==> config.mk <==
export PLATFORM = sky130hd
export DESIGN_NAME = rr_arb_fsm
export DESIGN_NICKNAME = d
export VERILOG_FILES = /design/src/rtl/rr_arb_pkg.sv /design/src/rtl/rr_pick.sv /design/src/rtl/rr_arb_fsm.sv
export SDC_FILE = /design/constraint.sdc
export NUM_CORES = 1
export LEC_CHECK = 0
export CORE_MARGIN = 5
export CORE_UTILIZATION = 35
export DETAILED_ROUTE_END_ITERATION = 8
export PLACE_DENSITY = 0.59
export SLEW_MARGIN = 0
export SYNTH_ARGS = -nofsm -noshare
export SYNTH_HDL_FRONTEND = slang
export SYNTH_SLANG_ARGS = --single-unit
==> constraint.sdc <==
create_clock -name clk -period 1.8 [get_ports clk]
set_input_delay 0.45 -clock clk [delete_from_list [all_inputs] [get_ports clk]]
set_output_delay 0.45 -clock clk [all_outputs]
set_load 0.02 [all_outputs]
==> src/rtl/rr_arb_pkg.sv <==
// Shared types and default constants for the round-robin arbiter.
package rr_arb_pkg;

    typedef enum logic [1:0] {
        IDLE    = 2'd0,
        GRANT   = 2'd1,
        RELEASE = 2'd2
    } state_t;

    localparam int N_REQ_DEF       = 4;
    localparam int TIMEOUT_CYC_DEF = 16;

endpackage

==> src/rtl/rr_pick.sv <==
// Rotating first-one search: the first asserted request at or after i_ptr,
// wrapping modulo N_REQ.
module rr_pick #(
    parameter  int N_REQ = 4,
    localparam int IW    = $clog2(N_REQ)
) (
    input  logic [N_REQ-1:0] i_req,
    input  logic [IW-1:0]    i_ptr,
    output logic             o_found,
    output logic [IW-1:0]    o_idx
);

    // Scan offsets from farthest to nearest so the nearest hit wins.
    always_comb begin
        o_found = |i_req;
        o_idx   = '0;
        for (int k = N_REQ - 1; k >= 0; k--) begin
            if (i_req[(int'(i_ptr) + k) % N_REQ])
                o_idx = IW'((int'(i_ptr) + k) % N_REQ);
        end
    end

endmodule

==> src/rtl/rr_arb_fsm.sv <==
// Round-robin arbiter FSM (IDLE -> GRANT -> RELEASE -> IDLE).
// Optional tenure limit: define RR_ARB_TIMEOUT_EN to force a release after
// TIMEOUT_CYC grant cycles; without it tenure is unlimited and timeout_err is 0.
module rr_arb_fsm
    import rr_arb_pkg::*;
#(
    parameter  int N_REQ       = N_REQ_DEF,
    parameter  int TIMEOUT_CYC = TIMEOUT_CYC_DEF,
    localparam int IW          = $clog2(N_REQ)
) (
    input  logic             clk,
    input  logic             rst,
    input  logic [N_REQ-1:0] req,
    output logic [N_REQ-1:0] gnt,
    output logic [IW-1:0]    gnt_id,
    output logic             busy,
    output logic             win,
    output logic             timeout_err
);

    state_t          r_state;
    state_t          w_state_nxt;
    logic [IW-1:0]   r_ptr;
    logic [IW-1:0]   r_owner;
    logic            w_found;
    logic [IW-1:0]   w_idx;
    logic            w_take;
    logic            w_drop;
    logic            w_forced;
    logic            w_tmo;

    rr_pick #(.N_REQ(N_REQ)) u_pick (
        .i_req   (req),
        .i_ptr   (r_ptr),
        .o_found (w_found),
        .o_idx   (w_idx)
    );

`ifdef RR_ARB_TIMEOUT_EN
    localparam int CW = (TIMEOUT_CYC > 2) ? $clog2(TIMEOUT_CYC) : 1;
    logic [CW-1:0] r_cnt;

    // Tenure counter: cleared on grant, counts every cycle spent in GRANT.
    always_ff @(posedge clk or posedge rst) begin
        if (rst)
            r_cnt <= '0;
        else if (w_take)
            r_cnt <= '0;
        else if (r_state == GRANT)
            r_cnt <= r_cnt + 1'b1;
    end

    assign w_tmo = (r_cnt == CW'(TIMEOUT_CYC - 1));
`else
    logic w_unused_to;
    assign w_unused_to = (TIMEOUT_CYC > 0);
    assign w_tmo       = 1'b0;
`endif

    // State register.
    always_ff @(posedge clk or posedge rst) begin
        if (rst)
            r_state <= IDLE;
        else
            r_state <= w_state_nxt;
    end

    // Next-state and Moore/Mealy outputs; non-owner requests are ignored
    // outside IDLE, so there is no preemption.
    always_comb begin
        w_state_nxt = r_state;
        w_take      = 1'b0;
        w_drop      = 1'b0;
        w_forced    = 1'b0;
        busy        = 1'b0;
        win         = 1'b0;
        case (r_state)
            IDLE: begin
                win = |req;
                if (w_found) begin
                    w_take      = 1'b1;
                    w_state_nxt = GRANT;
                end
            end
            GRANT: begin
                busy = 1'b1;
                if (!req[r_owner]) begin
                    w_drop      = 1'b1;
                    w_state_nxt = RELEASE;
                end else if (w_tmo) begin
                    w_drop      = 1'b1;
                    w_forced    = 1'b1;
                    w_state_nxt = RELEASE;
                end
            end
            RELEASE: begin
                busy        = 1'b1;
                w_state_nxt = IDLE;
            end
            default: w_state_nxt = IDLE;
        endcase
    end

    // Owner, pointer and registered grant outputs; grant is cleared whenever
    // the next state is anything but GRANT, including recovery from bad codes.
    always_ff @(posedge clk or posedge rst) begin
        if (rst) begin
            r_ptr       <= '0;
            r_owner     <= '0;
            gnt         <= '0;
            gnt_id      <= '0;
            timeout_err <= 1'b0;
        end else begin
            timeout_err <= w_forced;
            if (w_take) begin
                r_owner <= w_idx;
                gnt     <= {{(N_REQ-1){1'b0}}, 1'b1} << w_idx;
                gnt_id  <= w_idx;
            end else if (w_state_nxt != GRANT) begin
                gnt    <= '0;
                gnt_id <= '0;
            end
            if (w_drop)
                r_ptr <= (r_owner == IW'(N_REQ - 1)) ? '0 : r_owner + 1'b1;
        end
    end

endmodule

==> impl_metrics.py <==
metrics = {
    "power": {
        "vdd_drop_max_mv": 0.856,
        "fin_total_pwr_mw": 1.72,
        "sw_frac_of_total": 0.382,
        "pwr-share-comb": 0.596,
        "power.internal_mw": 1.06,
        "seq_power_share": 0.279,
        "power_density_mw_per_mm2": 1740,
        "p_sw_uw": 656,
        "p_leak_nw": 0.463,
        "power_frac_clock": 0.125,
    },
    "synth": {
        "yosys-top-cells-area": "dfrtp_1, ha_1, a22o_1",
        "ys_ff_latch": 12,
        "synth_area_um2": 642,
        "synth.avg_cell_area_um2": 11.5,
        "yosysTopAreaCellShare": 0.468,
        "synth-edff-count": 0,
        "yosys-top-cells-count": "dfrtp_1, inv_1, a22o_1, ha_1, nor2b_1",
        "synth_cells": 56,
        "synth_seq_area_share": 0.468,
        "synth_top_flop_cell": "dfrtp_1",
        "synth_top_area_cell": "dfrtp_1",
        "syn_nets": 65,
        "ys_types": 30,
        "yosys_warnings": 0,
        "synth_most_common_cell": "dfrtp_1",
        "postSynth.asyncResetShare": 1.00,
    },
    "die": {
        "die_width_um": 52.8,
        "coreArea_mm2": 0.00173,
        "ios": 15,
        "row_count": 15,
        "die_height_um": 52.8,
        "dieArea_mm2": 0.00279,
        "start_util": 0.372,
    },
    "cts": {
        "cts_made_buffers": 3,
        "cts-root-buf": "clkbuf_4",
        "clk_path_buf_depth": 2,
        "cts_tree": "built",
        "clk_pin_slew_worst_paths_ns": 0.08,
        "cts_max_level": 1,
        "cts.sinks": 12,
        "insertion_delay_ns": 0.27,
    },
    "critical_path": {
        "worstPathMaxFanout": 3,
        "worstSetupStartpointType": "flip-flop",
        "path_class": "flip-flop to flip-flop",
        "crit_start": "r_owner[1]",
        "cp.arrival_ns": 1.93,
        "timing.rr.start": "r_owner[1]",
        "rrSetupSlack_ns": 0.03,
        "r2r-end": "r_ptr[1]",
        "crit_family": "multiplexers",
        "critPathRequiredTime_ns": 1.96,
        "slowest_delay_ns": 0.55,
        "reg2regPathDepth": 4,
        "cp_cell_sequence": "mux4_2 -> or2_4 -> buf_4 -> mux2_2",
        "endpoint_kind": "flip-flop",
        "crit_buf_inv": 1,
        "critPathSlowestCell": "mux4_2",
    },
    "detailed_routing": {
        "ant_nets": 0,
        "routed_wl_um": 1570,
        "vias": 588,
        "dr.pass1.iters": 4,
        "viasPerCell": 5.16,
        "remaining_drc_errors": 0,
        "wl_per_cell_um": 13.8,
        "wl_met1_um": 644,
        "drtIter0Drc": 17,
        "top_layer": "met4",
        "route.met2.wl_um": 736,
        "wl_met3_um": 146,
    },
    "place": {
        "detailedPlace.worstSlack_ns": -0.682,
        "io_buffers": 13,
        "dp_hpwl_um": 1180,
        "placedCellCount": 105,
        "gp_congestion": 0.807,
    },
    "grt": {
        "grt_pass1_vias": 601,
        "overflow": 0,
        "grt_max_degree": 13,
        "grt_pass1_wl_um": 2680,
        "track_usage": 0.137,
        "antenna_found_initial": 0,
    },
    "timing": {
        "rsz0062_at_grt": "true",
        "tightestPinTransition_ns": 0.499,
        "period_share": 0.986,
        "max_freq_ghz": 0.564,
        "hold_violations": 0,
        "finalSetupViolCount": 0,
        "slew_violations": 0,
        "slew_headroom": 0.667,
        "clock_skew_ns": 0.00350,
        "setup_slack_ns": 0.0260,
        "post-route-min-period_ns": 1.77,
    },
    "final_layout": {
        "nets": 99,
        "syn_to_final_growth_pct": 53.2,
        "multiInputGateArea_um2": 345,
        "register_area_um2": 300,
        "finalCoreUtilization": 0.570,
        "drive_above_1_share": 0.416,
        "layout.cells.non_filler": 114,
        "num_antenna_cells": 0,
        "fillers": 162,
    },
    "flow_run": {
        "timing.max_cap.violations": 0,
    },
    "worst_hold_path": {
        "min_path_type": "input pin to async pin",
    },
    "run_status": {
        "status": "complete, no violations",
    },
}
metrics by stage:
| stage | setup TNS, ns | area, µm² | hold WS [ns] |
|---|---|---|---|
| 3_5_place_dp | -5.06 | 886 | 0.465 |
| 4_1_cts | 0 | 960 | 0.483 |
| 3_3_place_gp | -5.22 | 886 | 0.461 |
| 5_1_grt | -0.0656 | 983 | 0.521 |
| 6_report | 0 | 983 | 0.475 |
| 2_1_floorplan | 0 | 642 | 0.315 |
cell type report:
cell class                 count  share of cell area
timing repair buffer          30               0.256
inverter                       5              0.0191
clock buffer                   4              0.0369
tap                           25              0.0318
sequential                    12               0.305
multi-input combinational     38               0.351
kinds of logic after synthesis:
kind of cell / Yosys count / synth area share
compound gates: 19 / 0.230
fa+ha+maj: 3 / 0.0585
buf+inv: 6 / 0.0409
flops: 12 / 0.468
mux: 2 / 0.0526
other cells: 1 / 0.00584
simple gates: 13 / 0.144
layout by cell type (no fill, tap or decap), types with 2 or more instances in the layout:
master,netlist,final
buf_4,1,15
dfrtp_1,12,12
clkdlybuf4s50_1,0,7
inv_2,0,3
nor2b_1,3,3
a22o_1,3,3
clkbuf_4,0,3
clkbuf_2,0,3
buf_6,0,3
inv_1,5,2
a21o_1,2,2
nand2_1,2,2
a32o_1,2,2
a31oi_1,2,2
a21oi_1,2,2
ha_1,3,2
repair_timing:
action                     4_1_cts  5_1_grt
buffers inserted                 1        4
setup endpoints to repair       10        8
hold buffers                     0        0
pin swaps                        6        2
resized for setup               25        4
worst max-delay path by stage:
stage	to	slack (ns)	cells past startpoint
6_report	r_ptr[1]	0.03	4
5_1_grt	win	-0.02	5
4_1_cts	win	0.009	5
3_5_place_dp	win	-0.68	5
3_3_place_gp	win	-0.69	5
2_1_floorplan	gnt_id[1]	0.12	4
sequential cells by signal (all words and copies together) (netlist names):
register / cells
gnt: 4
gnt_id: 2
r_owner: 2
r_ptr: 2
r_state: 2
per-layer routing:
metal / global-route usage / vias up
li1: - / 281
met1: 0.163 / 276
met2: 0.213 / 25
met3: 0.0541 / 6
met4: 0.0638 / 0
met5: 0 / -
power groups by stage:
stage,sequential (mW),clock (mW),combinational (mW)
final,0.478,0.214,1.02
after global routing,0.492,0.233,1.13
after CTS,0.476,0.224,0.957
after detailed placement,0.477,0,0.915
after global placement,0.474,0,0.904
after floorplan,0.522,0,0.473
No activity file was read; power rests on OpenSTA's default activity.
